## src/rtl/aoi21_seq_pkg.sv

```systemverilog
// Shared types and constant tables for the AOI21 toggle sequencer.
//   state_e   : sequencer FSM states
//   GRAY_VEC  : {IN3,IN2,IN1} driven at each VEC_IDX 0..7 (3-bit Gray order)
//   IDEAL_QN  : ideal AOI21 output for each VEC_IDX, bit i <-> index i
package aoi21_seq_pkg;

  typedef enum logic [1:0] {
    IDLE   = 2'd0,
    RUN    = 2'd1,
    FINISH = 2'd2,
    DONE_S = 2'd3
  } state_e;

  localparam int unsigned VEC_N = 8;

  // Index 0 is the rightmost element.
  localparam logic [VEC_N-1:0][2:0] GRAY_VEC = {
    3'b100, 3'b101, 3'b111, 3'b110, 3'b010, 3'b011, 3'b001, 3'b000
  };

  // QN = ~(IN3 | (IN1 & IN2)) for each GRAY_VEC entry: 1,1,0,1,0,0,0,0.
  localparam logic [VEC_N-1:0] IDEAL_QN = 8'b0000_1011;

endpackage

```

## src/rtl/aoi21_toggle_sequencer_if.sv

```systemverilog
// Controller/cell-bank bundle for the AOI21 toggle sequencer.
//   master : test controller and cell bank side (drives START/config and QN_OBS)
//   slave  : sequencer side (drives cell inputs and status)
interface aoi21_toggle_sequencer_if #(
  parameter int unsigned HOLD_W = 8,
  parameter int unsigned ITER_W = 8,
  parameter int unsigned CNT_W  = 16
);
  logic              START;
  logic [HOLD_W-1:0] HOLD_CYC;
  logic [ITER_W-1:0] ITERS;
  logic              QN_OBS;
  logic              IN1;
  logic              IN2;
  logic              IN3;
  logic [2:0]        VEC_IDX;
  logic              BUSY;
  logic              DONE;
  logic              ERR;
  logic [CNT_W-1:0]  TOGGLE_CNT;

  modport master (
    output START, HOLD_CYC, ITERS, QN_OBS,
    input  IN1, IN2, IN3, VEC_IDX, BUSY, DONE, ERR, TOGGLE_CNT
  );

  modport slave (
    input  START, HOLD_CYC, ITERS, QN_OBS,
    output IN1, IN2, IN3, VEC_IDX, BUSY, DONE, ERR, TOGGLE_CNT
  );
endinterface

```

## src/rtl/aoi21_toggle_counter.sv

```systemverilog
// Observes the cell output: counts QN transitions (saturating) and keeps a
// sticky mismatch flag against the expected QN.
//   clk, rst     : clock, synchronous active-high reset
//   clr_i        : start of a run; zero count/flag, preset last QN to 1
//   en_i         : sample this cycle
//   qn_obs_i     : observed cell output
//   qn_exp_i     : ideal output for the vector currently driven
//   toggle_cnt_o : transitions seen since the last clear
//   err_o        : any mismatch seen since the last clear
module aoi21_toggle_counter #(
  parameter int unsigned CNT_W = 16
) (
  input  logic             clk,
  input  logic             rst,
  input  logic             clr_i,
  input  logic             en_i,
  input  logic             qn_obs_i,
  input  logic             qn_exp_i,
  output logic [CNT_W-1:0] toggle_cnt_o,
  output logic             err_o
);

  logic [CNT_W-1:0] cnt_q;
  logic             qn_q;
  logic             err_q;

  // The run starts from 000, whose ideal QN is 1, so that is the preset.
  always_ff @(posedge clk) begin
    if (rst) begin
      cnt_q <= '0;
      qn_q  <= 1'b1;
      err_q <= 1'b0;
    end else if (clr_i) begin
      cnt_q <= '0;
      qn_q  <= 1'b1;
      err_q <= 1'b0;
    end else if (en_i) begin
      if ((qn_obs_i != qn_q) && (cnt_q != '1)) begin
        cnt_q <= cnt_q + CNT_W'(1);
      end
      qn_q <= qn_obs_i;
      if (qn_obs_i != qn_exp_i) begin
        err_q <= 1'b1;
      end
    end
  end

  assign toggle_cnt_o = cnt_q;
  assign err_o        = err_q;

endmodule

```

## src/rtl/aoi21_toggle_sequencer.sv

```systemverilog
// Drives an AOI21 characterization bank through the 3-bit Gray sequence,
// holding each vector HOLD_CYC+1 cycles for ITERS passes, and checks/counts
// the cell output while busy.
//   CLK, RST : clock, synchronous active-high reset
//   bus      : slave side of aoi21_toggle_sequencer_if (START/config in,
//              QN_OBS in, IN1..IN3, VEC_IDX, BUSY, DONE, ERR, TOGGLE_CNT out)
module aoi21_toggle_sequencer
  import aoi21_seq_pkg::*;
#(
  parameter int unsigned HOLD_W = 8,
  parameter int unsigned ITER_W = 8,
  parameter int unsigned CNT_W  = 16
) (
  input  logic                    CLK,
  input  logic                    RST,
  aoi21_toggle_sequencer_if.slave bus
);

  state_e            state_q;
  logic [HOLD_W-1:0] hold_cyc_q;
  logic [ITER_W-1:0] iters_q;
  logic [HOLD_W-1:0] hold_q;
  logic [ITER_W-1:0] pass_q;
  logic [2:0]        vec_idx_q;
  logic [2:0]        in_q;
  logic              busy_q;
  logic              done_q;

  logic [2:0] next_idx;
  logic       accept;

  assign next_idx = vec_idx_q + 3'd1;
  assign accept   = (state_q == IDLE) && bus.START;

  // Sequencer FSM with hold and pass counters.
  always_ff @(posedge CLK) begin
    if (RST) begin
      state_q    <= IDLE;
      hold_cyc_q <= '0;
      iters_q    <= '0;
      hold_q     <= '0;
      pass_q     <= '0;
      vec_idx_q  <= '0;
      in_q       <= '0;
      busy_q     <= 1'b0;
      done_q     <= 1'b0;
    end else begin
      done_q <= 1'b0;
      unique case (state_q)
        IDLE: begin
          if (bus.START) begin
            hold_cyc_q <= bus.HOLD_CYC;
            iters_q    <= bus.ITERS;
            hold_q     <= '0;
            pass_q     <= '0;
            vec_idx_q  <= '0;
            in_q       <= GRAY_VEC[0];
            if (bus.ITERS != '0) begin
              state_q <= RUN;
              busy_q  <= 1'b1;
            end else begin
              state_q <= DONE_S;
              done_q  <= 1'b1;
            end
          end
        end
        RUN: begin
          if (hold_q == hold_cyc_q) begin
            hold_q <= '0;
            if (vec_idx_q == 3'd7) begin
              // Wrap to 000 either for the next pass or for the FINISH cycle.
              vec_idx_q <= '0;
              in_q      <= GRAY_VEC[0];
              if (pass_q == iters_q - ITER_W'(1)) begin
                state_q <= FINISH;
              end else begin
                pass_q <= pass_q + ITER_W'(1);
              end
            end else begin
              vec_idx_q <= next_idx;
              in_q      <= GRAY_VEC[next_idx];
            end
          end else begin
            hold_q <= hold_q + HOLD_W'(1);
          end
        end
        FINISH: begin
          state_q <= DONE_S;
          busy_q  <= 1'b0;
          done_q  <= 1'b1;
        end
        DONE_S: begin
          state_q <= IDLE;
        end
        default: begin
          state_q <= IDLE;
        end
      endcase
    end
  end

  aoi21_toggle_counter #(
    .CNT_W (CNT_W)
  ) u_counter (
    .clk          (CLK),
    .rst          (RST),
    .clr_i        (accept),
    .en_i         (busy_q),
    .qn_obs_i     (bus.QN_OBS),
    .qn_exp_i     (IDEAL_QN[vec_idx_q]),
    .toggle_cnt_o (bus.TOGGLE_CNT),
    .err_o        (bus.ERR)
  );

  assign bus.IN1     = in_q[0];
  assign bus.IN2     = in_q[1];
  assign bus.IN3     = in_q[2];
  assign bus.VEC_IDX = vec_idx_q;
  assign bus.BUSY    = busy_q;
  assign bus.DONE    = done_q;

endmodule

```

## src/flat_wrapper.sv

```systemverilog
// flat-port wrapper written by rule: the top's interface ports become plain ports
module aoi21_toggle_sequencer_flat import aoi21_seq_pkg::*;
#(
  parameter int unsigned HOLD_W = 8,
  parameter int unsigned ITER_W = 8,
  parameter int unsigned CNT_W  = 16
)
  (CLK, RST, bus_START, bus_HOLD_CYC, bus_ITERS, bus_QN_OBS, bus_IN1, bus_IN2, bus_IN3, bus_VEC_IDX, bus_BUSY, bus_DONE, bus_ERR, bus_TOGGLE_CNT);
  aoi21_toggle_sequencer_if #(.HOLD_W(HOLD_W), .ITER_W(ITER_W), .CNT_W(CNT_W)) bus_i ();
  input  logic CLK;
  input  logic RST;
  input wire logic [$bits(bus_i.START)-1:0] bus_START;
  input wire logic [$bits(bus_i.HOLD_CYC)-1:0] bus_HOLD_CYC;
  input wire logic [$bits(bus_i.ITERS)-1:0] bus_ITERS;
  input wire logic [$bits(bus_i.QN_OBS)-1:0] bus_QN_OBS;
  output wire logic [$bits(bus_i.IN1)-1:0] bus_IN1;
  output wire logic [$bits(bus_i.IN2)-1:0] bus_IN2;
  output wire logic [$bits(bus_i.IN3)-1:0] bus_IN3;
  output wire logic [$bits(bus_i.VEC_IDX)-1:0] bus_VEC_IDX;
  output wire logic [$bits(bus_i.BUSY)-1:0] bus_BUSY;
  output wire logic [$bits(bus_i.DONE)-1:0] bus_DONE;
  output wire logic [$bits(bus_i.ERR)-1:0] bus_ERR;
  output wire logic [$bits(bus_i.TOGGLE_CNT)-1:0] bus_TOGGLE_CNT;
  assign bus_i.START = bus_START;
  assign bus_i.HOLD_CYC = bus_HOLD_CYC;
  assign bus_i.ITERS = bus_ITERS;
  assign bus_i.QN_OBS = bus_QN_OBS;
  assign bus_IN1 = bus_i.IN1;
  assign bus_IN2 = bus_i.IN2;
  assign bus_IN3 = bus_i.IN3;
  assign bus_VEC_IDX = bus_i.VEC_IDX;
  assign bus_BUSY = bus_i.BUSY;
  assign bus_DONE = bus_i.DONE;
  assign bus_ERR = bus_i.ERR;
  assign bus_TOGGLE_CNT = bus_i.TOGGLE_CNT;
  aoi21_toggle_sequencer #(.HOLD_W(HOLD_W), .ITER_W(ITER_W), .CNT_W(CNT_W)) u_core (.CLK(CLK), .RST(RST), .bus(bus_i));
endmodule
```

## config.mk

```make
export PLATFORM = sky130hd
export DESIGN_NAME = aoi21_toggle_sequencer_flat
export DESIGN_NICKNAME = d
export VERILOG_FILES = /design/src/rtl/aoi21_seq_pkg.sv /design/src/rtl/aoi21_toggle_sequencer_if.sv /design/src/rtl/aoi21_toggle_counter.sv /design/src/rtl/aoi21_toggle_sequencer.sv /design/src/flat_wrapper.sv
export SDC_FILE = /design/constraint.sdc
export NUM_CORES = 1
export LEC_CHECK = 0
export BUFFER_PORTS_ARGS = -buffer_cell sky130_fd_sc_hd__buf_4
export CAP_MARGIN = 20
export CORE_UTILIZATION = 55
export DETAILED_ROUTE_END_ITERATION = 6
export GPL_ROUTABILITY_DRIVEN = 0
export PLACE_DENSITY = 0.77
export SYNTH_ARGS = -nofsm -noshare
export SYNTH_HDL_FRONTEND = slang
export SYNTH_SLANG_ARGS = --single-unit
```

## constraint.sdc

```tcl
create_clock -name CLK -period 2.9 [get_ports CLK]
set_input_delay 0.58 -clock CLK [delete_from_list [all_inputs] [get_ports CLK]]
set_output_delay 0.58 -clock CLK [all_outputs]
set_load 0.02 [all_outputs]
```

# Word-level counts from Yosys, hierarchy flattened
# Memories as Yosys holds them, arrays and structs flattened. A register that Yosys moved wholly into a read port is not among the register bits.
# Cells that the tools add are included.
classes:
  n_addsub: 5
  n_eq_ne: 15
  mux: 30
  magnitude_cmp: 2
  bitwise_logic: 0
  multipliers: 0
  reduce_logical: 15
  div: 0
  n_shift: 0
ops:
  columns: ["cell", "count"]
  rows:
  - ["two-way mux 8 bit", 5]
  - ["case mux 8 bit (2 select lines)", 2]
  - ["two-way mux 3 bit", 8]
  - ["adder 16 x 1 -> 16 bit, second input constant", 1]
  - ["adder 8 x 1 -> 8 bit, second input constant", 2]
  - ["== test 8 bit", 2]
  - ["inequality test 16 bit, second input constant", 1]
  - ["case mux 3 bit (2 select lines)", 2]
  - ["two-way mux 2 bit", 5]
  - ["< comparator 3 x 4 -> 1 bit, second input constant", 2]
  - ["case mux 2 bit (4 select lines)", 1]
  - ["AND reduction 2 bit", 4]
  - ["nonzero test 8 bit", 1]
  - ["subtractor 8 x 1 -> 8 bit, second input constant", 1]
  - ["inequality test 2 x 1 -> 1 bit, second input constant", 3]
  - ["inequality test 2 bit, second input constant", 3]
  - ["AND reduction 3 bit", 2]
  - ["two-way mux 1 bit", 5]
  - ["AND reduction 5 bit", 1]
  - ["== test 2 bit, second input constant", 2]
  - ["case mux 1 bit (2 select lines)", 2]
  - ["AND reduction 4 bit", 1]
  - ["nonzero test 2 bit", 2]
  - ["adder 3 x 1 -> 3 bit, second input constant", 1]
  - ["other kinds (6)", 8]
totals:
  ram_bits: 0
  romBits: 32
  output_inout_bits: 25
  mem_count: 2
  latchBits: 0
  regBits: 60
  word_cells: 81
memory_table:
  columns: ["memory", "words", "word_bits", "rd", "rd_clocked_by_memory_dff", "wr", "line_no", "rtl"]
  rows:
  - ["(name not given)", 8, 3, 1, 0, 0, "aoi21_toggle_sequencer.sv:81", "in_q <= GRAY_VEC[next_idx];"]
  - ["(name not given)", 8, 1, 1, 1, 0, "aoi21_toggle_sequencer.sv:110", ".qn_exp_i (IDEAL_QN[vec_idx_q]),"]

# Logic depth before layout (Yosys ltp)
# Gate-level depths: netlist of the first run.
logic_depth:
  word_depth: 6
  ltp_mapped: 10
  depth_no_buf: 8

# Hierarchy
# From an unflattened synthesis of the first run, not the netlist that was laid out.
unflattened:
  hier_cells: 373
  hier_area_um2: 3106.7
by_module_without_submodules:
  columns: ["mod", "cells_per_inst", "instances", "area_per_inst_um2"]
  rows:
  - ["aoi21_toggle_sequencer", 268, 1, 2193.4]
  - ["aoi21_toggle_counter", 105, 1, 913.4]

# Worst setup path after synthesis of the first run
# Ideal clock, no wire load.
synth_timing:
  path_type: "register to register"
  from: "register u_core.iters_q[0]"
  to: "register u_core.state_q[1]"
  n_path_buf: 2
  required_time_ns: 2.805
  setup_ns: 0.095
  stages_incl_launch_ff: 11
  t_arrival_ns: 2.007
  setup_slack_ns: 0.798
  cell_sequence: "dfxtp_1 -> buf_6 -> inv_1 -> ha_1 -> buf_2 -> o21ba_1 -> a221oi_1 -> a41oi_1 -> nor3_4 -> nand3_2 -> a221oi_1"
synth_between:
  elab_chain_len: 4
synth_rtl:
  columns: ["item", "line_no", "rtl"]
  rows:
  - ["start, declared", "aoi21_toggle_sequencer.sv:21", "logic [ITER_W-1:0] iters_q;"]
  - ["start signal, assigned", "aoi21_toggle_sequencer.sv:53", "iters_q <= bus.ITERS;"]
  - ["subtractor 8 x 1 -> 8 bit", "aoi21_toggle_sequencer.sv:74", "if (pass_q == iters_q - ITER_W'(1)) begin"]
  - ["== test 8 bit", "aoi21_toggle_sequencer.sv:74", null]
  - ["inequality test 2 x 1 -> 1 bit (no line)", null, null]
  - ["AND reduction 4 bit (no line)", null, null]
  - ["end signal, assigned", "aoi21_toggle_sequencer.sv:75", "state_q <= FINISH;"]
  - ["end signal, assigned", "aoi21_toggle_sequencer.sv:88", "state_q <= DONE_S;"]
  - ["end signal, assigned", "aoi21_toggle_sequencer.sv:93", "state_q <= IDLE;"]
  - ["end, declared", "aoi21_toggle_sequencer.sv:19", "state_e state_q;"]
# Every way passes these cells.
# A chain may end at the register's enable or synchronous reset.

# Final worst setup path of the first run
# Ends and elaborated chain as after synthesis.

==> impl_results.rst, run 1 <==
.. list-table::
   :header-rows: 1

   * - Metric
     - Value
   * - First-pass iteration count of the detailed router
     - 4
   * - CP required
     - 3.13 ns
   * - Die area
     - about 6000 um^2
   * - Total number of nets in the final design
     - 434
   * - Final Routed Wirelength
     - 6.362 mm
   * - Worst-path fanout max
     - 9
   * - Minimum clock period after layout
     - around 2.4 ns
   * - Clock tree skew after final layout
     - approximately 0.010 ns
   * - Share of post-route cells with drive strength above 1
     - 18.83%
   * - Global router's overall resource usage
     - ~23%
   * - Data arrival time of the worst path
     - between 2 and 3 ns
   * - Area added between synthesis and finish
     - 18.23%
   * - Cts repair resizes
     - 0
   * - Clock tree from TritonCTS
     - yes
   * - Synthesized netlist cell count
     - 365
   * - Detail-routed net length per standard cell
     - approximately 13 um
   * - Dominant register cell in the synthesized netlist
     - sky130_fd_sc_hd__dfxtp_1
   * - Largest voltage drop on the vdd net
     - 407.5 uV
   * - Initial antenna violation count
     - 0
   * - Number of diodes
     - 0
   * - Number of placement rows
     - 27
   * - Final instance area
     - 3676 um^2
   * - Synthesized area
     - about 3100 um^2
   * - Classification of the worst-slack hold path
     - reg -> reg
   * - Detailed Place HPWL
     - 4.565 mm
   * - Maximum Capacitance Violations
     - 0
   * - Post-synthesis sequential area ratio
     - 38.63%
   * - Final count of pins violating max slew
     - 0
   * - Unique masters post-synth
     - 51
   * - Async set-or-reset flop fraction in the synthesized netlist
     - 0%
   * - Startpoint type of the worst setup path
     - register
   * - Number of buffers created by CTS
     - 9
   * - Average vias per placed instance
     - roughly 5.5
   * - Antenna Nets Post-Route
     - 0
   * - Master cell of the clock root buffer
     - sky130_fd_sc_hd__clkbuf_8
   * - Summed negative setup slack over all endpoints
     - 0 ns
   * - Final Hold Fails
     - 0
   * - Drt initial violations
     - 155
   * - Port Buffers
     - between 40 and 50
   * - GR Overflow Total
     - 0
   * - Reg-to-reg slack, setup
     - 0.51 ns
   * - Post-route total power
     - 2.715 mW
   * - First-pass GRT wire length
     - 10.92 mm
   * - Area of placed instances
     - roughly 3500 um^2
   * - Outcome
     - complete, no violations
   * - Utilization after layout
     - between 60 and 70%
   * - Num Clock Sinks
     - 60
   * - Clk slew on worst S/H paths
     - around 0.06 ns
   * - Vertical extent of the die
     - 77.19 um
   * - Number of storage elements in the synthesis netlist
     - 60
   * - Synthesized area per cell
     - between 8 and 9 um^2
   * - Effective utilization at floorplan
     - 56.81%
   * - Count of final setup violators
     - 0
   * - Routed via count
     - 2633
   * - Skew-Pair Late Insertion Delay
     - between 0.3 and 0.4 ns
   * - LEAKAGE
     - 1.443 nW
   * - Transition time at the pin with the least slew margin
     - roughly 0.74 ns
   * - Count of flip-flops with a built-in enable after synthesis
     - 0
   * - Worst Path Class, Setup
     - reg -> reg
   * - Number of warnings printed during yosys synthesis
     - 0
   * - Placeable core region
     - 5473 um^2
   * - Buffer count from post-CTS setup fixing
     - 0
   * - Synthesized Nets
     - 394
   * - Hold_buf cts
     - 0
   * - Sort of element at the end of the critical path
     - register
   * - Number of buffers between clock root and the deepest sink
     - 2
   * - Timing-limited maximum frequency
     - 417.6 MHz
   * - Unrepaired setup endpoints after global routing
     - no
   * - Die extent in x
     - around 77 um
   * - DRC viols
     - 0
   * - I/O Pins
     - 45
   * - CTS H-tree lvls
     - 3
   * - Vias in the first global route
     - 2420
   * - Worst slew margin relative to its limit
     - 50.56%
   * - Pin count of the biggest net entering global routing
     - 38
   * - Power per cell area
     - 738.5 nW/um^2
   * - Final critical-path share of the clock period
     - 82.57%
-- where the power goes --
part           switching [mW]  internal (mW)
logic                   0.538          0.365
registers              0.0999          0.912
clock network           0.323          0.476
total                   0.961           1.75
-- placed cells by master, fill, tap and decap left out, drive strengths merged, types with 2 or more instances in the layout --
cell	netlist	layout
o21bai	2	2
a211oi	2	2
xnor2	18	18
a21oi	25	25
bufinv	0	2
buf	6	47
inv	7	7
ha	9	9
and3	3	3
and2	2	2
a211o	2	2
or2	2	2
a221oi	3	3
nand3b	4	4
nor2	38	38
nor3	5	5
nand2b	3	3
nor2b	3	3
clkbuf	12	10
xor2	25	25
clkinv	0	2
nor4	4	4
and4	5	5
nand3	12	12
dfxtp	60	60
mux2i	11	11
or3	7	7
nor3b	2	2
nand2	63	63
nand4	14	14
a2111oi	4	4
-- sequential cells by signal (all words and copies together) (netlist names) --
name / count
u_core.bus.BUSY: 1
u_core.bus.DONE: 1
u_core.bus.VEC_IDX: 2
u_core.hold_cyc_q: 8
u_core.hold_q: 8
u_core.in_q: 3
u_core.iters_q: 8
u_core.pass_q: 8
u_core.state_q: 2
u_core.u_counter.err_o: 1
u_core.u_counter.qn_exp_i: 1
u_core.u_counter.qn_q: 1
u_core.u_counter.toggle_cnt_o: 16
-- final cells by class --
cell class / count / area [um^2]
fillers: 489 / 1797
flip-flops and latches: 60 / 1201
multi-input cells: 280 / 1800
repair buffers: 47 / 352.8
inverters: 7 / 26.28
well taps: 72 / 90.09
clock inverters: 5 / 77.57
clock buffers: 10 / 127.6
-- routing by layer --
| layer | vias up | track usage (%) | share of wire, % |
|---|---|---|---|
| li1 | 1337 | - | - |
| met1 | 1229 | 28.91 | 48 |
| met2 | 58 | 37.61 | 46 |
| met3 | 9 | 4.643 | 4.8 |
| met4 | 0 | 9.623 | 1.3 |
| met5 | - | 0 | 0 |
-- critical path: stages (launching register included) --
cell	delay (ns)
sky130_fd_sc_hd__dfxtp_1	0.45
sky130_fd_sc_hd__inv_1	0.07
sky130_fd_sc_hd__ha_1	0.31
sky130_fd_sc_hd__o21ba_1	0.21
sky130_fd_sc_hd__a221oi_1	0.27
sky130_fd_sc_hd__a41oi_1	0.11
sky130_fd_sc_hd__nor3_4	0.42
sky130_fd_sc_hd__nand3_2	0.16
sky130_fd_sc_hd__a221oi_1	0.30
-- through the flow --
step / setup WS [ns] / hold slack, ns / std cells
after CTS: 0.5056 / 0.4586 / 481
after detailed placement: 0.5241 / 0.4494 / 466
after global routing: 0.2553 / 0.4878 / 481
final: 0.5056 / 0.4531 / 481
after floorplan: 0.7979 / 0.4481 / 365
after global placement: 0.6431 / 0.4415 / 466
-- kinds of logic after synthesis --
group	count (synthesis)	share of synthesized area (%)
AOI/OAI and AO/OA	49	11.47
xor gates and xnor gates	43	12.11
adders and majority gates	9	3.622
buffers and inverters	25	3.461
DFF	60	38.63
muxes	12	3.904
and+or+nand+nor	167	26.80
-- synthesized netlist by cell type (3+ instances only) --
| cell | n | area share, % |
|---|---|---|
| sky130_fd_sc_hd__a221oi_1 | 3 | 0.85 |
| sky130_fd_sc_hd__xnor2_1 | 18 | 5.1 |
| sky130_fd_sc_hd__a2111oi_2 | 4 | 1.9 |
| sky130_fd_sc_hd__nand4_1 | 14 | 2.8 |
| sky130_fd_sc_hd__or3_1 | 7 | 1.4 |
| sky130_fd_sc_hd__nand2b_1 | 3 | 0.60 |
| sky130_fd_sc_hd__nand3_1 | 11 | 1.8 |
| sky130_fd_sc_hd__xor2_1 | 25 | 7.0 |
| sky130_fd_sc_hd__nor2_1 | 38 | 4.6 |
| sky130_fd_sc_hd__inv_1 | 7 | 0.85 |
| sky130_fd_sc_hd__nand3b_1 | 4 | 0.97 |
| sky130_fd_sc_hd__clkbuf_1 | 12 | 1.4 |
| sky130_fd_sc_hd__and3_1 | 3 | 0.60 |
| sky130_fd_sc_hd__nand2_1 | 62 | 7.5 |
| sky130_fd_sc_hd__ha_1 | 9 | 3.6 |
| sky130_fd_sc_hd__nor3_1 | 4 | 0.64 |
| sky130_fd_sc_hd__and4_1 | 5 | 1.4 |
| sky130_fd_sc_hd__mux2i_1 | 11 | 3.5 |
| sky130_fd_sc_hd__a21oi_1 | 25 | 4.0 |
| sky130_fd_sc_hd__dfxtp_1 | 60 | 39 |
| sky130_fd_sc_hd__nor2b_1 | 3 | 0.60 |
-- path summary, 6_finish.rpt --
path,end,depth (start not counted),start
worst max-delay path,u_core.state_q[1],8,u_core.iters_q[0]
worst min-delay path,u_core.in_q[0],2,u_core.in_q[0]
worst max register to register,u_core.state_q[1],8,u_core.iters_q[0]
worst min register to register,u_core.in_q[0],2,u_core.in_q[0]
Power figures use the tool's default switching activity.
==> run 2, diff against run 1 <==
--- a/config.mk
+++ b/config.mk
@@ -7,10 +7,10 @@
 export LEC_CHECK = 0
 export BUFFER_PORTS_ARGS = -buffer_cell sky130_fd_sc_hd__buf_4
 export CAP_MARGIN = 20
-export CORE_UTILIZATION = 55
+export CORE_UTILIZATION = 51
 export DETAILED_ROUTE_END_ITERATION = 6
 export GPL_ROUTABILITY_DRIVEN = 0
-export PLACE_DENSITY = 0.77
+export PLACE_DENSITY = 0.75
 export SYNTH_ARGS = -nofsm -noshare
 export SYNTH_HDL_FRONTEND = slang
 export SYNTH_SLANG_ARGS = --single-unit
==> constraint.sdc (replaced) <==
create_clock -name CLK -period 1.9 [get_ports CLK]
set_input_delay 0.38 -clock CLK [delete_from_list [all_inputs] [get_ports CLK]]
set_output_delay 0.38 -clock CLK [all_outputs]
set_load 0.02 [all_outputs]
==> impl_results.rst, run 2 (synthesis gave the netlist of run 1 again) <==
.. list-table::
   :header-rows: 1

   * - Metric
     - Value
   * - I/O Pins
     - 45
   * - Area of placed instances
     - 3757 um^2
   * - Number of buffers between clock root and the deepest sink
     - 2
   * - Num Clock Sinks
     - 60
   * - First-pass GRT wire length
     - about 11 mm
   * - Violations in the final reports
     - setup timing
   * - Routed via count
     - 2818
   * - Utilization after layout
     - between 60% and 70%
   * - Proportion of power drawn by the clock network
     - 22.2%
   * - Die extent in x
     - 80.08 um
   * - GR Overflow Total
     - 0
   * - Clock tree skew after final layout
     - 0.01622 ns
   * - Top library cells by usage in the layout, fill and taps aside
     - sky130_fd_sc_hd__buf_4, sky130_fd_sc_hd__nand2_1, sky130_fd_sc_hd__dfxtp_1
   * - Timing-limited maximum frequency
     - 502.4 MHz
   * - First-pass iteration count of the detailed router
     - 5
   * - Final non-filler cell total
     - 517
   * - Worst-path fanout max
     - 6
   * - Power per cell area
     - 1090 nW/um^2
   * - CP required
     - 2.18 ns
   * - Worst Path Class, Setup
     - reg -> reg
   * - Startpoint type of the worst setup path
     - register
   * - Cell internal power dissipation
     - about 2.7 mW
   * - Maximum Capacitance Violations
     - 0
   * - Number of placement rows
     - 28
   * - Clk slew on worst S/H paths
     - 0.08 ns
   * - Outcome
     - finished, violations left
   * - Final Hold Fails
     - 0
   * - Commonest non-fill, non-tap cell in the layout
     - sky130_fd_sc_hd__buf_4
   * - Number of diodes
     - 0
   * - Final count of pins violating max slew
     - 0
   * - Detail-routed net length per standard cell
     - 14.00 um
   * - Die area
     - 6413 um^2
   * - Post-Route Hold Slack
     - around 0.29 ns
   * - Unrepaired setup endpoints after global routing
     - yes
   * - Net Sw Power
     - 1.751 mW
   * - Total number of nets in the final design
     - between 400 and 500
   * - Count of final setup violators
     - 9
   * - Final critical-path share of the clock period
     - 104.8%
   * - Initial antenna violation count
     - 0
   * - Worst slew margin relative to its limit
     - around 65%
   * - Data arrival time of the worst path
     - 2.27 ns
   * - Max reg flops
     - 16
   * - Master cell of the clock root buffer
     - sky130_fd_sc_hd__clkbuf_8
   * - Global router's overall resource usage
     - between 20% and 30%
   * - Placeable core region
     - 5886 um^2
   * - Average vias per placed instance
     - around 5.5
   * - DRC viols
     - 0
   * - CTS H-tree lvls
     - 3
   * - Worst setup timing slack at the placement stage
     - -0.09801 ns
   * - Minimum clock period after layout
     - 1.990 ns
   * - Combinational share of power
     - a little over two fifths
   * - Port Buffers
     - 44
   * - Largest voltage drop on the vdd net
     - 773.9 uV
   * - Effective utilization at floorplan
     - between 50% and 60%
   * - Placed insts
     - about 500
   * - Share of post-route cells with drive strength above 1
     - 29.64%
   * - Number of fillers in the final layout
     - 469
   * - Final instance area
     - 4116 um^2
   * - Hold_buf cts
     - 0
   * - Area added between synthesis and finish
     - 32.39%
   * - Classification of the worst-slack hold path
     - in -> reg
   * - LEAKAGE
     - 1.613 nW
   * - Drt initial violations
     - 164
   * - Skew-Pair Late Insertion Delay
     - about 0.35 ns
   * - Seq pwr share
     - 34.2%
   * - Post-route worst setup slack
     - -0.09028 ns
   * - Sort of element at the end of the critical path
     - register
   * - Pin count of the biggest net entering global routing
     - 29
   * - Antenna Nets Post-Route
     - 0
   * - Vias in the first global route
     - about 2600
   * - Net Sw Frac
     - 39.04%
   * - Detailed Place HPWL
     - 4.981 mm
   * - Transition time at the pin with the least slew margin
     - 0.5196 ns
   * - Vertical extent of the die
     - 80.08 um
   * - Final Routed Wirelength
     - between 7 and 8 mm
   * - Number of buffers created by CTS
     - 9
   * - Clock tree from TritonCTS
     - yes
==> run 2: changes by cell type in the layout (fill, tap and decap cells not counted), moves of 3 or more <==
cell / change
sky130_fd_sc_hd__inv_1: -3
sky130_fd_sc_hd__buf_4: +27
sky130_fd_sc_hd__a2111oi_2: -4
sky130_fd_sc_hd__a2111oi_4: +4
sky130_fd_sc_hd__a221oi_2: +3
sky130_fd_sc_hd__a221oi_1: -3
sky130_fd_sc_hd__dfxtp_1: -3
sky130_fd_sc_hd__inv_2: +3
==> run 2: worst max-delay path, stage by stage (launching register included) <==
cell,delay [ns]
sky130_fd_sc_hd__dfxtp_2,0.36
sky130_fd_sc_hd__inv_2,0.06
sky130_fd_sc_hd__ha_4,0.18
sky130_fd_sc_hd__buf_6,0.13
sky130_fd_sc_hd__xnor2_4,0.12
sky130_fd_sc_hd__nand4_1,0.11
sky130_fd_sc_hd__o31a_1,0.25
sky130_fd_sc_hd__nand2_4,0.14
sky130_fd_sc_hd__a2111oi_4,0.34
sky130_fd_sc_hd__mux2i_1,0.24
==> run 2: metal layers <==
| layer | vias to the layer above | part of all wire [%] | track usage [%] |
|---|---|---|---|
| li1 | 1410 | - | - |
| met1 | 1334 | 46 | 28.30 |
| met2 | 60 | 49 | 37.69 |
| met3 | 14 | 3.9 | 4.886 |
| met4 | 0 | 1.4 | 8.929 |
| met5 | - | 0 | 0 |
==> run 2: final timing paths <==
| path | start | end | slack (ns) | cells past startpoint |
|---|---|---|---|---|
| worst max-delay path | u_core.iters_q[0] | u_core.pass_q[5] | -0.09 | 9 |
| worst max register to register | u_core.iters_q[0] | u_core.pass_q[5] | -0.09 | 9 |
| worst min-delay path | bus_HOLD_CYC[4] | u_core.hold_cyc_q[4] | 0.29 | 3 |
| worst min register to register | u_core.in_q[1] | u_core.in_q[1] | 0.46 | 2 |
==> run 2: final cells by class <==
| class | count | area, um^2 | area share [%] |
|---|---|---|---|
| multi-input combinational | 282 | 2006 | 48.72 |
| clock inverter | 6 | 41.29 | 1.003 |
| tap | 75 | 93.84 | 2.280 |
| clock buffer | 9 | 123.9 | 3.009 |
| timing repair buffer | 78 | 618.1 | 15.02 |
| sequential | 60 | 1207 | 29.33 |
| inverter | 7 | 26.28 | 0.6383 |
==> run 2: per-stage QoR <==
| stage | power [mW] | TNS, ns |
|---|---|---|
| 3_5_place_dp | 3.183 | -0.5293 |
| 4_1_cts | 4.345 | -0.1147 |
| 3_3_place_gp | 3.143 | 0 |
| 6_report | 4.486 | -0.4577 |
| 2_1_floorplan | 2.701 | -1.011 |
| 5_1_grt | 4.740 | -1.329 |
==> run 2: what timing repair did <==
action,CTS,global route
setup endpoints to repair,9,19
cloned,1,1
pin swaps,7,10
setup buffers,3,0
resized for setup,12,14
==> run 2: power by group through the flow <==
| stage | combinational [mW] | clock, mW | sequential, mW |
|---|---|---|---|
| after floorplan | 1.13 | 0 | 1.57 |
| after global placement | 1.60 | 0 | 1.54 |
| after detailed placement | 1.64 | 0 | 1.55 |
| after CTS | 1.80 | 1.02 | 1.53 |
| after global routing | 2.11 | 1.08 | 1.55 |
| final | 1.95 | 0.997 | 1.53 |
==> run 3, diff against run 2 <==
--- a/config.mk
+++ b/config.mk
@@ -7,6 +7,7 @@
 export LEC_CHECK = 0
 export BUFFER_PORTS_ARGS = -buffer_cell sky130_fd_sc_hd__buf_4
 export CAP_MARGIN = 20
+export CORE_MARGIN = 8
 export CORE_UTILIZATION = 51
 export DETAILED_ROUTE_END_ITERATION = 6
 export GPL_ROUTABILITY_DRIVEN = 0
==> impl_results.rst, run 3 (synthesis gave the netlist of run 1 again) <==
.. list-table::
   :header-rows: 1

   * - Metric
     - Value
   * - Outcome
     - finished, violations left
   * - Violations in the final reports
     - setup timing
   * - First-pass GRT wire length
     - 13.08 mm
   * - Clock tree skew after final layout
     - between 0.015 and 0.02 ns
   * - Routed via count
     - around 2800
   * - Timing-limited maximum frequency
     - 512.0 MHz
   * - Global router's overall resource usage
     - 18.38%
   * - I/O Pins
     - 45
   * - Combinational share of power
     - 41.2%
   * - Number of placement rows
     - 28
   * - Transition time at the pin with the least slew margin
     - around 0.56 ns
   * - Max reg flops
     - 16
   * - Data arrival time of the worst path
     - about 2.2 ns
   * - Worst-path fanout max
     - 9
   * - Worst reg2reg endpoint
     - u_core.pass_q[1]
   * - Total number of nets in the final design
     - 470
   * - Reg-to-reg critical path startpoint
     - u_core.iters_q[0]
   * - Vertical extent of the die
     - ~94 um
   * - Count of final setup violators
     - 9
   * - Die area
     - 8851 um^2
   * - Area added between synthesis and finish
     - 34.12%
   * - Share of post-route cells with drive strength above 1
     - 30.72%
   * - Skew-Pair Late Insertion Delay
     - 0.35 ns
   * - Final Routed Wirelength
     - 7.872 mm
   * - CP required
     - 2.17 ns
   * - Worst path cell trace
     - inv_2, ha_4, o21ba_4, a221oi_2, a41oi_2, nor3_4, buf_12, a211o_2, mux2i_1
   * - Reg-to-reg slack, setup
     - -0.05 ns
   * - Vias in the first global route
     - 2843
   * - Detailed Place HPWL
     - 5.437 mm
   * - Proportion of power drawn by the clock network
     - between 20 and 30%
   * - GR Overflow Total
     - 0
   * - Number of buffers created by CTS
     - 9
   * - Maximum Capacitance Violations
     - 0
   * - Worst setup timing slack at the placement stage
     - -0.1217 ns
   * - LEAKAGE
     - 1.670 nW
   * - Drt initial violations
     - 132
   * - Worst hold stages
     - 2
   * - Worst Path Class, Setup
     - reg -> reg
   * - Clk slew on worst S/H paths
     - 0.07 ns
   * - Number of buffers between clock root and the deepest sink
     - 2
   * - Cell family with most CP delay
     - compound AO/OA/AOI/OAI gates
   * - Num Clock Sinks
     - 60
   * - Average vias per placed instance
     - 5.461
   * - Number of cells traversed by the worst register-to-register path
     - 9
   * - Net Sw Power
     - roughly 1.8 mW
   * - Final critical-path share of the clock period
     - 102.8%
   * - Seq pwr share
     - 31.6%
   * - Pin count of the biggest net entering global routing
     - 38
   * - Master cell of the clock root buffer
     - sky130_fd_sc_hd__clkbuf_8
   * - Number of diodes
     - 0
   * - Net Sw Frac
     - 37.10%
   * - Met1 capacity usage during global routing
     - 21.75%
   * - Utilization after layout
     - 70.44%
   * - Clock tree from TritonCTS
     - yes
   * - Worst slew margin relative to its limit
     - 62.74%
   * - Sort of element at the end of the critical path
     - register
   * - Detail-routed net length per standard cell
     - ~15 um
   * - Launch instance of the worst min-delay path
     - bus_QN_OBS
   * - Die extent in x
     - between 90 and 100 um
   * - Final Hold Fails
     - 0
   * - Global Route met2 Usage
     - 30.81%
   * - Cell internal power dissipation
     - 3.049 mW
   * - Effective utilization at floorplan
     - approximately 53%
   * - Largest voltage drop on the vdd net
     - a little under 700 uV
   * - CTS H-tree lvls
     - 3
   * - Commonest non-fill, non-tap cell in the layout
     - sky130_fd_sc_hd__buf_4
   * - Unrepaired setup endpoints after global routing
     - yes
   * - Port Buffers
     - 44
   * - Classification of the worst-slack hold path
     - in -> reg
   * - Top library cells by usage in the layout, fill and taps aside
     - sky130_fd_sc_hd__buf_4, sky130_fd_sc_hd__nand2_1, sky130_fd_sc_hd__dfxtp_1
   * - Met3 Use GR
     - between 3 and 4%
   * - DRC viols
     - 0
   * - Minimum clock period after layout
     - 1.953 ns
   * - Final count of pins violating max slew
     - 0
   * - First-pass iteration count of the detailed router
     - 4
   * - Post-route worst setup slack
     - -0.05315 ns
   * - Busiest layer in global routing
     - met2
   * - Cell with the largest stage delay on the worst path
     - sky130_fd_sc_hd__dfxtp_2
   * - Placeable core region
     - 5921 um^2
   * - Antenna Nets Post-Route
     - 0
   * - Initial antenna violation count
     - 0
   * - Number of buffer and inverter instances along the worst setup path
     - 2
   * - Startpoint type of the worst setup path
     - register
   * - Hold Path End
     - u_core.u_counter.qn_q
   * - Slowest Stage Delay on Critical Path
     - 0.36 ns
   * - Power per cell area
     - 1162 nW/um^2
run 3: routing by layer:
layer	vias up	wire, um
li1	1419	-
met3	10	323
met5	-	0
met2	54	3914
met4	0	124
met1	1362	3510
run 3: worst max-delay path by stage:
| stage | start | endpoint | cells after the start |
|---|---|---|---|
| 2_1_floorplan | u_core.iters_q[0] | u_core.state_q[1] | 10 |
| 3_3_place_gp | u_core.iters_q[1] | u_core.pass_q[4] | 9 |
| 3_5_place_dp | u_core.iters_q[1] | u_core.pass_q[4] | 9 |
| 4_1_cts | u_core.iters_q[0] | u_core.state_q[0] | 9 |
| 5_1_grt | u_core.iters_q[0] | u_core.state_q[0] | 9 |
| 6_report | u_core.iters_q[0] | u_core.pass_q[1] | 9 |
run 3: stage by stage:
stage               cells  hold WS [ns]  area (um^2)  setup TNS, ns  total power [mW]
floorplan             365        0.4481         3174         -1.011             2.701
global placement      499        0.4392         3772              0             3.192
detailed placement    499        0.4476         3772        -0.6418             3.248
CTS                   516        0.2772         4074        -0.1560             4.666
global route          521        0.2767         4170         -1.147             5.092
finish                521        0.2839         4170        -0.2655             4.847
run 3: repair_timing:
item,in CTS,in global routing
endpoints found under the setup margin,10,18
hold buffers,0,0
pin swaps,3,7
resized for setup,10,13
cloned,0,2
buffers inserted,1,3
run 3: final cells by class:
cell class / instances / area, um^2
clock buffers: 9 / 123.9
clock inverters: 7 / 100.1
fillers: 453 / 1750
inverters: 7 / 26.28
multi-input cells: 282 / 1977
flip-flops and latches: 60 / 1209
well taps: 75 / 93.84
repair buffers: 81 / 640.6
run 3: power by group through the flow:
stage,sequential (mW),clock (mW),combinational (mW)
floorplan,1.57,0,1.13
global placement,1.54,0,1.65
detailed placement,1.54,0,1.71
CTS,1.52,1.33,1.82
finish,1.53,1.32,2.00
global route,1.55,1.38,2.17
